`src/rtl/hazard_pkg.sv`:
```
// Shared types and constants for the hazard/stall controller.
// Optional build macro used by the controller: STALL_PERF_CNT_EN.
package hazard_pkg;

    typedef enum logic {
        RUN     = 1'b0,
        MD_WAIT = 1'b1
    } hazard_state_e;

    localparam int DEF_CNT_W     = 4;
    localparam int DEF_MAX_STALL = 15;

    typedef struct packed {
        logic       reg_write;
        logic       mem_read;
        logic       mem_write;
        logic       branch;
        logic [3:0] alu_op;
    } idex_ctrl_t;

    // All-zero control word: no register, memory or branch side effects.
    localparam idex_ctrl_t NOP_CTRL = '0;

    function automatic idex_ctrl_t bubble_mux(input idex_ctrl_t ctrl, input logic bubble);
        return bubble ? NOP_CTRL : ctrl;
    endfunction

endpackage

```
`src/rtl/hazard_stall_ctrl_if.sv`:
```
// Pipeline <-> hazard controller signal bundle.
// stall_cycles exists only when STALL_PERF_CNT_EN is defined.
interface hazard_stall_ctrl_if
    import hazard_pkg::*;
#(
    parameter int CNT_W = DEF_CNT_W
);
    // Event inputs are sampled on every rising clk edge; there is no
    // back-pressure: md_start and branch_flush are one-cycle pulses and
    // the controller answers combinationally in the same cycle.
    logic             stall_any;
    logic             md_start;
    logic [CNT_W-1:0] md_latency;
    logic             branch_flush;

    logic             pc_we;
    logic             ifid_we;
    logic             ifid_flush;
    logic             idex_bubble;
    logic             stall_active;
    logic             stall_timeout;
    hazard_state_e    state_dbg;
`ifdef STALL_PERF_CNT_EN
    logic [31:0]      stall_cycles;
`endif

    modport master (
        output stall_any, md_start, md_latency, branch_flush,
        input  pc_we, ifid_we, ifid_flush, idex_bubble, stall_active,
        input  stall_timeout, state_dbg
`ifdef STALL_PERF_CNT_EN
      , input  stall_cycles
`endif
    );

    modport slave (
        input  stall_any, md_start, md_latency, branch_flush,
        output pc_we, ifid_we, ifid_flush, idex_bubble, stall_active,
        output stall_timeout, state_dbg
`ifdef STALL_PERF_CNT_EN
      , output stall_cycles
`endif
    );

endinterface

```
`src/rtl/stall_down_counter.sv`:
```
// Loadable down-counter for mul/div holds; last flags count==1.
module stall_down_counter #(
    parameter int CNT_W = 4
) (
    input  logic             clk,
    input  logic             rst_n,
    input  logic             load,
    input  logic [CNT_W-1:0] load_val,
    input  logic             dec,
    output logic [CNT_W-1:0] count,
    output logic             last
);

    logic [CNT_W-1:0] count_d, count_q;

    always_comb begin
        count_d = count_q;
        if (load) begin
            count_d = load_val;
        end else if (dec && (count_q != '0)) begin
            count_d = count_q - 1'b1;
        end
    end

    always_ff @(posedge clk or negedge rst_n) begin
        if (!rst_n) begin
            count_q <= '0;
        end else begin
            count_q <= count_d;
        end
    end

    assign count = count_q;
    assign last  = (count_q == CNT_W'(1));

endmodule

```
`src/rtl/hazard_stall_ctrl.sv`:
```
// Pipeline stall/flush controller with mul/div hold sequencing and a
// sticky stall watchdog. Define STALL_PERF_CNT_EN for the stall cycle counter.
module hazard_stall_ctrl
    import hazard_pkg::*;
#(
    parameter int CNT_W     = DEF_CNT_W,
    parameter int MAX_STALL = DEF_MAX_STALL
) (
    input  logic                     clk,
    input  logic                     rst_n,
    hazard_stall_ctrl_if.slave       bus
);

    localparam int                RL_W   = $clog2(MAX_STALL + 2);
    localparam logic [RL_W-1:0]   RL_SAT = RL_W'(MAX_STALL + 1);

    hazard_state_e    state_d, state_q;
    logic             md_load;
    logic             md_dec;
    logic             md_last;
    logic [CNT_W-1:0] md_count;

    logic [RL_W-1:0]  run_len_d, run_len_q;
    logic             stall_timeout_d, stall_timeout_q;
    logic             held;

    stall_down_counter #(.CNT_W(CNT_W)) u_md_cnt (
        .clk      (clk),
        .rst_n    (rst_n),
        .load     (md_load),
        .load_val (bus.md_latency),
        .dec      (md_dec),
        .count    (md_count),
        .last     (md_last)
    );

    always_ff @(posedge clk or negedge rst_n) begin
        if (!rst_n) begin
            state_q <= RUN;
        end else begin
            state_q <= state_d;
        end
    end

    // A zero-latency mul/div launch needs no hold and never leaves RUN.
    always_comb begin
        state_d = state_q;
        md_load = 1'b0;
        md_dec  = 1'b0;
        unique case (state_q)
            RUN: begin
                if (bus.md_start && (bus.md_latency != '0)) begin
                    md_load = 1'b1;
                    state_d = MD_WAIT;
                end
            end
            MD_WAIT: begin
                md_dec = 1'b1;
                if (md_last) begin
                    state_d = RUN;
                end
            end
            default: state_d = RUN;
        endcase
    end

    // Branch flush in RUN wins over stall_any so the wrong-path ID slot is
    // overwritten; in MD_WAIT the hold on PC and IF/ID is kept.
    always_comb begin
        held = (state_q == MD_WAIT) || (bus.stall_any && !bus.branch_flush);
        bus.pc_we        = !held;
        bus.ifid_we      = !held;
        bus.idex_bubble  = held || bus.branch_flush;
        bus.ifid_flush   = bus.branch_flush;
        bus.stall_active = held;
        bus.state_dbg    = state_q;
    end

    always_comb begin
        run_len_d = run_len_q;
        if (!held) begin
            run_len_d = '0;
        end else if (run_len_q != RL_SAT) begin
            run_len_d = run_len_q + 1'b1;
        end
        stall_timeout_d = stall_timeout_q || (run_len_d == RL_SAT);
    end

    always_ff @(posedge clk or negedge rst_n) begin
        if (!rst_n) begin
            run_len_q       <= '0;
            stall_timeout_q <= 1'b0;
        end else begin
            run_len_q       <= run_len_d;
            stall_timeout_q <= stall_timeout_d;
        end
    end

    assign bus.stall_timeout = stall_timeout_q;

`ifdef STALL_PERF_CNT_EN
    logic [31:0] stall_cycles_d, stall_cycles_q;

    always_comb begin
        stall_cycles_d = stall_cycles_q + {31'd0, held};
    end

    always_ff @(posedge clk or negedge rst_n) begin
        if (!rst_n) begin
            stall_cycles_q <= '0;
        end else begin
            stall_cycles_q <= stall_cycles_d;
        end
    end

    assign bus.stall_cycles = stall_cycles_q;
`else
`endif

`ifndef SYNTHESIS
    md_start_in_wait: assert property (@(posedge clk) disable iff (!rst_n)
        !((state_q == MD_WAIT) && bus.md_start))
        else $error("md_start asserted while a mul/div hold is in progress");
`endif

endmodule

```
`src/flat_wrapper.sv`:
```
// flat-port wrapper written by rule: the top's interface ports become plain ports
module hazard_stall_ctrl_flat import hazard_pkg::*;
#(
    parameter int CNT_W     = DEF_CNT_W,
    parameter int MAX_STALL = DEF_MAX_STALL
)
  (clk, rst_n, bus_stall_any, bus_md_start, bus_md_latency, bus_branch_flush, bus_pc_we, bus_ifid_we, bus_ifid_flush, bus_idex_bubble, bus_stall_active, bus_stall_timeout, bus_state_dbg);
  hazard_stall_ctrl_if #(.CNT_W(CNT_W)) bus_i ();
  input  logic clk;
  input  logic rst_n;
  input wire logic [$bits(bus_i.stall_any)-1:0] bus_stall_any;
  input wire logic [$bits(bus_i.md_start)-1:0] bus_md_start;
  input wire logic [$bits(bus_i.md_latency)-1:0] bus_md_latency;
  input wire logic [$bits(bus_i.branch_flush)-1:0] bus_branch_flush;
  output wire logic [$bits(bus_i.pc_we)-1:0] bus_pc_we;
  output wire logic [$bits(bus_i.ifid_we)-1:0] bus_ifid_we;
  output wire logic [$bits(bus_i.ifid_flush)-1:0] bus_ifid_flush;
  output wire logic [$bits(bus_i.idex_bubble)-1:0] bus_idex_bubble;
  output wire logic [$bits(bus_i.stall_active)-1:0] bus_stall_active;
  output wire logic [$bits(bus_i.stall_timeout)-1:0] bus_stall_timeout;
  output wire logic [$bits(bus_i.state_dbg)-1:0] bus_state_dbg;
  assign bus_i.stall_any = bus_stall_any;
  assign bus_i.md_start = bus_md_start;
  assign bus_i.md_latency = bus_md_latency;
  assign bus_i.branch_flush = bus_branch_flush;
  assign bus_pc_we = bus_i.pc_we;
  assign bus_ifid_we = bus_i.ifid_we;
  assign bus_ifid_flush = bus_i.ifid_flush;
  assign bus_idex_bubble = bus_i.idex_bubble;
  assign bus_stall_active = bus_i.stall_active;
  assign bus_stall_timeout = bus_i.stall_timeout;
  assign bus_state_dbg = bus_i.state_dbg;
  hazard_stall_ctrl #(.CNT_W(CNT_W), .MAX_STALL(MAX_STALL)) u_core (.clk(clk), .rst_n(rst_n), .bus(bus_i));
endmodule
```
`config.mk`:
```
export PLATFORM = sky130hd
export DESIGN_NAME = hazard_stall_ctrl_flat
export DESIGN_NICKNAME = d
export VERILOG_FILES = /design/src/rtl/hazard_pkg.sv /design/src/rtl/hazard_stall_ctrl_if.sv /design/src/rtl/stall_down_counter.sv /design/src/rtl/hazard_stall_ctrl.sv /design/src/flat_wrapper.sv
export SDC_FILE = /design/constraint.sdc
export NUM_CORES = 1
export LEC_CHECK = 0
export BUFFER_PORTS_ARGS = -buffer_cell sky130_fd_sc_hd__buf_2
export CAP_MARGIN = 10
export CELL_PAD_IN_SITES_DETAIL_PLACEMENT = 1
export CELL_PAD_IN_SITES_GLOBAL_PLACEMENT = 1
export CORE_AREA = 2 2 50 52
export CTS_CLUSTER_SIZE = 20
export DETAILED_ROUTE_END_ITERATION = 7
export DIE_AREA = 0 0 52 54
export PLACE_DENSITY_LB_ADDON = 0.08
export SYNTH_ARGS = -nofsm -noshare
export SYNTH_HDL_FRONTEND = slang
export SYNTH_SLANG_ARGS = --single-unit
```
`constraint.sdc`:
```
create_clock -name clk -period 3.98 [get_ports clk]
set_clock_uncertainty 0.2 [all_clocks]
set_input_delay 0.398 -clock clk [delete_from_list [all_inputs] [get_ports clk]]
set_output_delay 0.398 -clock clk [all_outputs]
set_load 0.02 [all_outputs]
```
* Word level (Yosys, flattened, before mapping)
Cells that the tools add are included.
Word-level totals: register bits after elaboration 11, bits in latches 0, bits in writable memories 0, memory bits (read-only) 0, bits of input ports 9, output and inout bits 7, word-level logic and storage cells 30, memories kept 0
Operators by class: add/subtract/negate cells 2, multiply operators 0, div/mod/pow operators 0, $lt $le $gt $ge 0, eq/ne operators 3, shifts and indexed selects 0, multiplexer cells 9, bitwise operators 1, reduce and logical (&&, ||, !) cells 11
Operators with widths (count):
- $mux 5 | 2
- $mux 4 | 2
- $reduce_bool 4->1 | 2
- $add 5x1->5 const B | 1
- $eq 5x5->1 const B | 1
- $ne 5x5->1 const B | 1
- $eq 4x1->1 const B | 1
- $mux 1 | 4
- $sub 4x1->4 const B | 1
- $logic_and 1x1->1 | 3
- $logic_or 1x1->1 | 3
- $logic_not 1->1 | 2
- $pmux 1 s2 | 1
- $reduce_bool 2->1 | 1
- $not 1->1 | 1

* Depth between registers and ports, before layout
depth in word-level cells 6, mapped depth 6, mapped depth without buffers 6

* Modules after synthesis
Synthesis repeated with hierarchy kept, for this count alone.
Unflattened totals: cell total of the unflattened synthesis 76, area, all modules 723.2 um^2
Modules (own cells, without submodules):
- hazard_stall_ctrl | instances 1, cells an instance 47, area an instance 440.4 um^2, sequential area each 175.2 um^2
- stall_down_counter | instances 1, cells an instance 29, area an instance 282.8 um^2, sequential area each 100.1 um^2

* Worst setup path before layout
OpenSTA, ideal clock, no wires.
kind register -> output, start point reg u_core.state_q, in the netlist u_core.bus.state_dbg, end point out bus_idex_bubble, arrival 1.018 ns, path slack 2.364 ns, cell stages (with the launch flop) 3, path buffers 0, cells stage by stage dfrtp_1 -> a21oi_4 -> nand2_1
Between the ends: cells in the longest elaborated chain, start to end 2
Ends and longest elaborated chain:
- start: declaration | RTL line hazard_stall_ctrl.sv:17 | hazard_state_e state_d, state_q;
- start signal: assignment | RTL line hazard_stall_ctrl.sv:41 | state_q <= state_d;
- $logic_or 1x1->1 | RTL line hazard_stall_ctrl.sv:70 | held = (state_q == MD_WAIT) || (bus.stall_any && !bus.branch_flush);
- $logic_or 1x1->1 | RTL line hazard_stall_ctrl.sv:73 | bus.idex_bubble = held || bus.branch_flush;
- end: declaration | RTL line flat_wrapper.sv:18 | output wire logic [$bits(bus_i.idex_bubble)-1:0] bus_idex_bubble;
No other way between the ends.

* Worst setup path after layout
Ends and elaborated chain as after synthesis.

==> impl_metrics.ini <==
[power_and_ir_drop]
finalPower_uw = 573
ir_drop_v = 0.000229
leakage_uw = 0.000365
powerDensity_nw_per_um2 = 743

[route]
drtIter0Drc = 1
drc = 0
wire_per_inst_um = 12.6
dr.pass1.iters = 2
drt_wl_total_um = 1420
final_antenna_net_count = 0
vias = 512
vias_per_cell = 4.57

[synthesis]
yosysTopAreaCellShare_pct = 43.2
synth_edf_count = 0
ys_seq_area_share_pct = 43.2
synthAdderAreaFrac_pct = 7.86
syn_area_um2 = 637
ys_async_sr_fraction_pct = 100
synth.avg_cell_area_um2 = 9.95
synth_warnings = 0
synth_top_family_by_area = simple AND/OR/NAND/NOR gates
synthMuxAreaShare_pct = 0
synthSimpleGateAreaFrac_pct = 22.0
ys.flop_type = dfrtp_1
synth_top_area_cell = dfrtp_1
synth_seq_cells = 11
synth_area_leaders = dfrtp_1 43%, ha_1 7.9%, nand3_1 5.5%, nand2_1 5.3%, o211ai_1 4.7%
synthCells = 64
syn_nets = 77
ys_types = 21
synthXorXnorAreaFrac_pct = 5.50
synth-compound-area-share_pct = 15.5

[worst_setup_path]
critPathCaptureType = output port
critPathLaunchType = flip-flop
path_cells = a21oi_4 > nand2_1 > buf_2
crit_buf_inv = 1
crit_required_ps = 3380
critical_path_class = flip-flop to output port
path_delay_family = flip-flops
arrival_ps = 1230
critPathMaxStageDelay_ps = 460
worstPathMaxFanout = 9
slowest_stage = dfrtp_1

[finish]
layout_common_cells = 15 x buf_2, 11 x dfrtp_1, 9 x nand2_1
drive_above_1_share_pct = 26.8
synthToLayoutAreaGrowth_pct = 21.0
nets = 96
num_antenna_cells = 0
mostFrequentLayoutCell = buf_2

[sta]
slew_violations = 0
relSlewSlack_pct = 73.0
fin_crit_sh_pct = 45.9
fmax_mhz = 548
setup_tns_ps = 0
worst_pin_slew_ps = 404
final_hold_viol_count = 0
finalCriticalPeriod_ps = 1830
setup_viol = 0
rsz0062_at_grt = no

[global_routing]
antenna_found_initial = 0
grt_pass1_vias = 529
grtUsageTotal_pct = 12.4
grt.overflow.total = 0
grt_max_degree = 12
grt_pass1_wl_um = 2480

[floorplanning]
design.die.area_um2 = 2810
die_x_um = 52
rows = 18
fp.dieH_um = 54
start_util_pct = 27.5
coreArea_um2 = 2320
pin_count = 16

[run]
cap_violations = 0

[status]
status = finished clean

[place]
place_congestion = 0.641
port_buffers = 15
dp_hpwl_um = 1130

[cts]
cts_made_buffers = 3
ctsResizeCount = 0
cts-root-buf = clkbuf_4
cts.sinks = 11
clk_path_buf_depth = 2
clock_latency_ps = 270
cts_htree_levels = 1
cts_tree = built
clkTransAtPathRegs_ps = 70
ctsHoldBuffers = 1
cts_post_setup_buffers_inserted = 0

[worst_hold_path]
min-delay-path-class = input pin to flip-flop
[worst paths after layout]
kind	end	cells past startpoint	slack, ps	start
max	bus_idex_bubble	3	2150	u_core.bus.state_dbg$_DFF_PN0_
min	u_core.u_md_cnt.count[3]$_DFFE_PN0P_	3	210	bus_md_latency[3]
max reg2reg	u_core.bus.stall_timeout$_DFF_PN0_	4	2380	u_core.run_len_q[0]$_DFF_PN0_
min reg2reg	u_core.bus.stall_timeout$_DFF_PN0_	1	270	u_core.bus.stall_timeout$_DFF_PN0_
max in group asynchronous	u_core.u_md_cnt.count[2]$_DFFE_PN0P_	2	3040	rst_n
min in group asynchronous	u_core.u_md_cnt.count[0]$_DFFE_PN0P_	2	320	rst_n
[cell usage after synthesis, types with 2 or more instances]
| cell type | number |
|---|---|
| xnor2_1 | 2 |
| buf_4 | 2 |
| xor2_1 | 2 |
| nor2_1 | 5 |
| dfrtp_1 | 11 |
| nand3b_1 | 2 |
| inv_1 | 6 |
| o211ai_1 | 4 |
| ha_1 | 4 |
| nand3_1 | 7 |
| nand2_1 | 9 |
[cell type report]
| type | instances | area (µm²) |
|---|---|---|
| Fill cell | 288 | 1550 |
| Tap cell | 30 | 37.5 |
| Sequential cell | 11 | 275 |
| Inverter | 6 | 22.5 |
| Timing Repair Buffer | 16 | 85.1 |
| Multi-Input combinational cell | 45 | 324 |
| Clock buffer | 4 | 26.3 |
[metrics by stage]
step	setup slack, ps	instances	hold slack, ps	cell area (µm²)	util, %
2_1_floorplan	2360	64	-97.6	637	-
3_3_place_gp	2370	107	88.3	734	31.7
3_5_place_dp	2300	107	90.5	734	31.7
4_1_cts	2120	112	197	771	33.2
5_1_grt	2050	112	218	771	33.2
6_report	2150	112	208	771	33.2
[report_power, final]
group	switching (µW)	internal [µW]	leakage, µW
Clock	37.3	38.8	0.0000150
Combinational	152	127	0.000214
Sequential	55.0	163	0.000136
Total	244	328	0.000365
[kinds of logic after synthesis]
group	count (synthesis)
compound gates	9
xor+xnor	4
fa+ha+maj	4
buf+inv	8
flops	11
simple gates	28
[sequential cells by signal, indices dropped and copies added, names as in the netlist]
register	count
u_core.bus.stall_timeout	1
u_core.bus.state_dbg	1
u_core.run_len_q	5
u_core.u_md_cnt.count	4
[per-layer routing]
metal / share of wire [%] / vias up / routed length (µm) / track usage, %
li1: - / 249 / - / -
met1: 42 / 250 / 596 / 14.3
met2: 53 / 9 / 747 / 21.1
met3: 1.8 / 4 / 26 / 0.833
met4: 3.2 / 0 / 45 / 10.5
met5: 0 / - / 0 / 0
[worst reg2reg max path, delay by kind of cell (launching register included)]
kind,cells,cell delay (ps)
fa+ha+maj,1,240
compound gates,1,230
flops,1,400
simple gates,2,430
No activity file was read; power rests on OpenSTA's default activity.
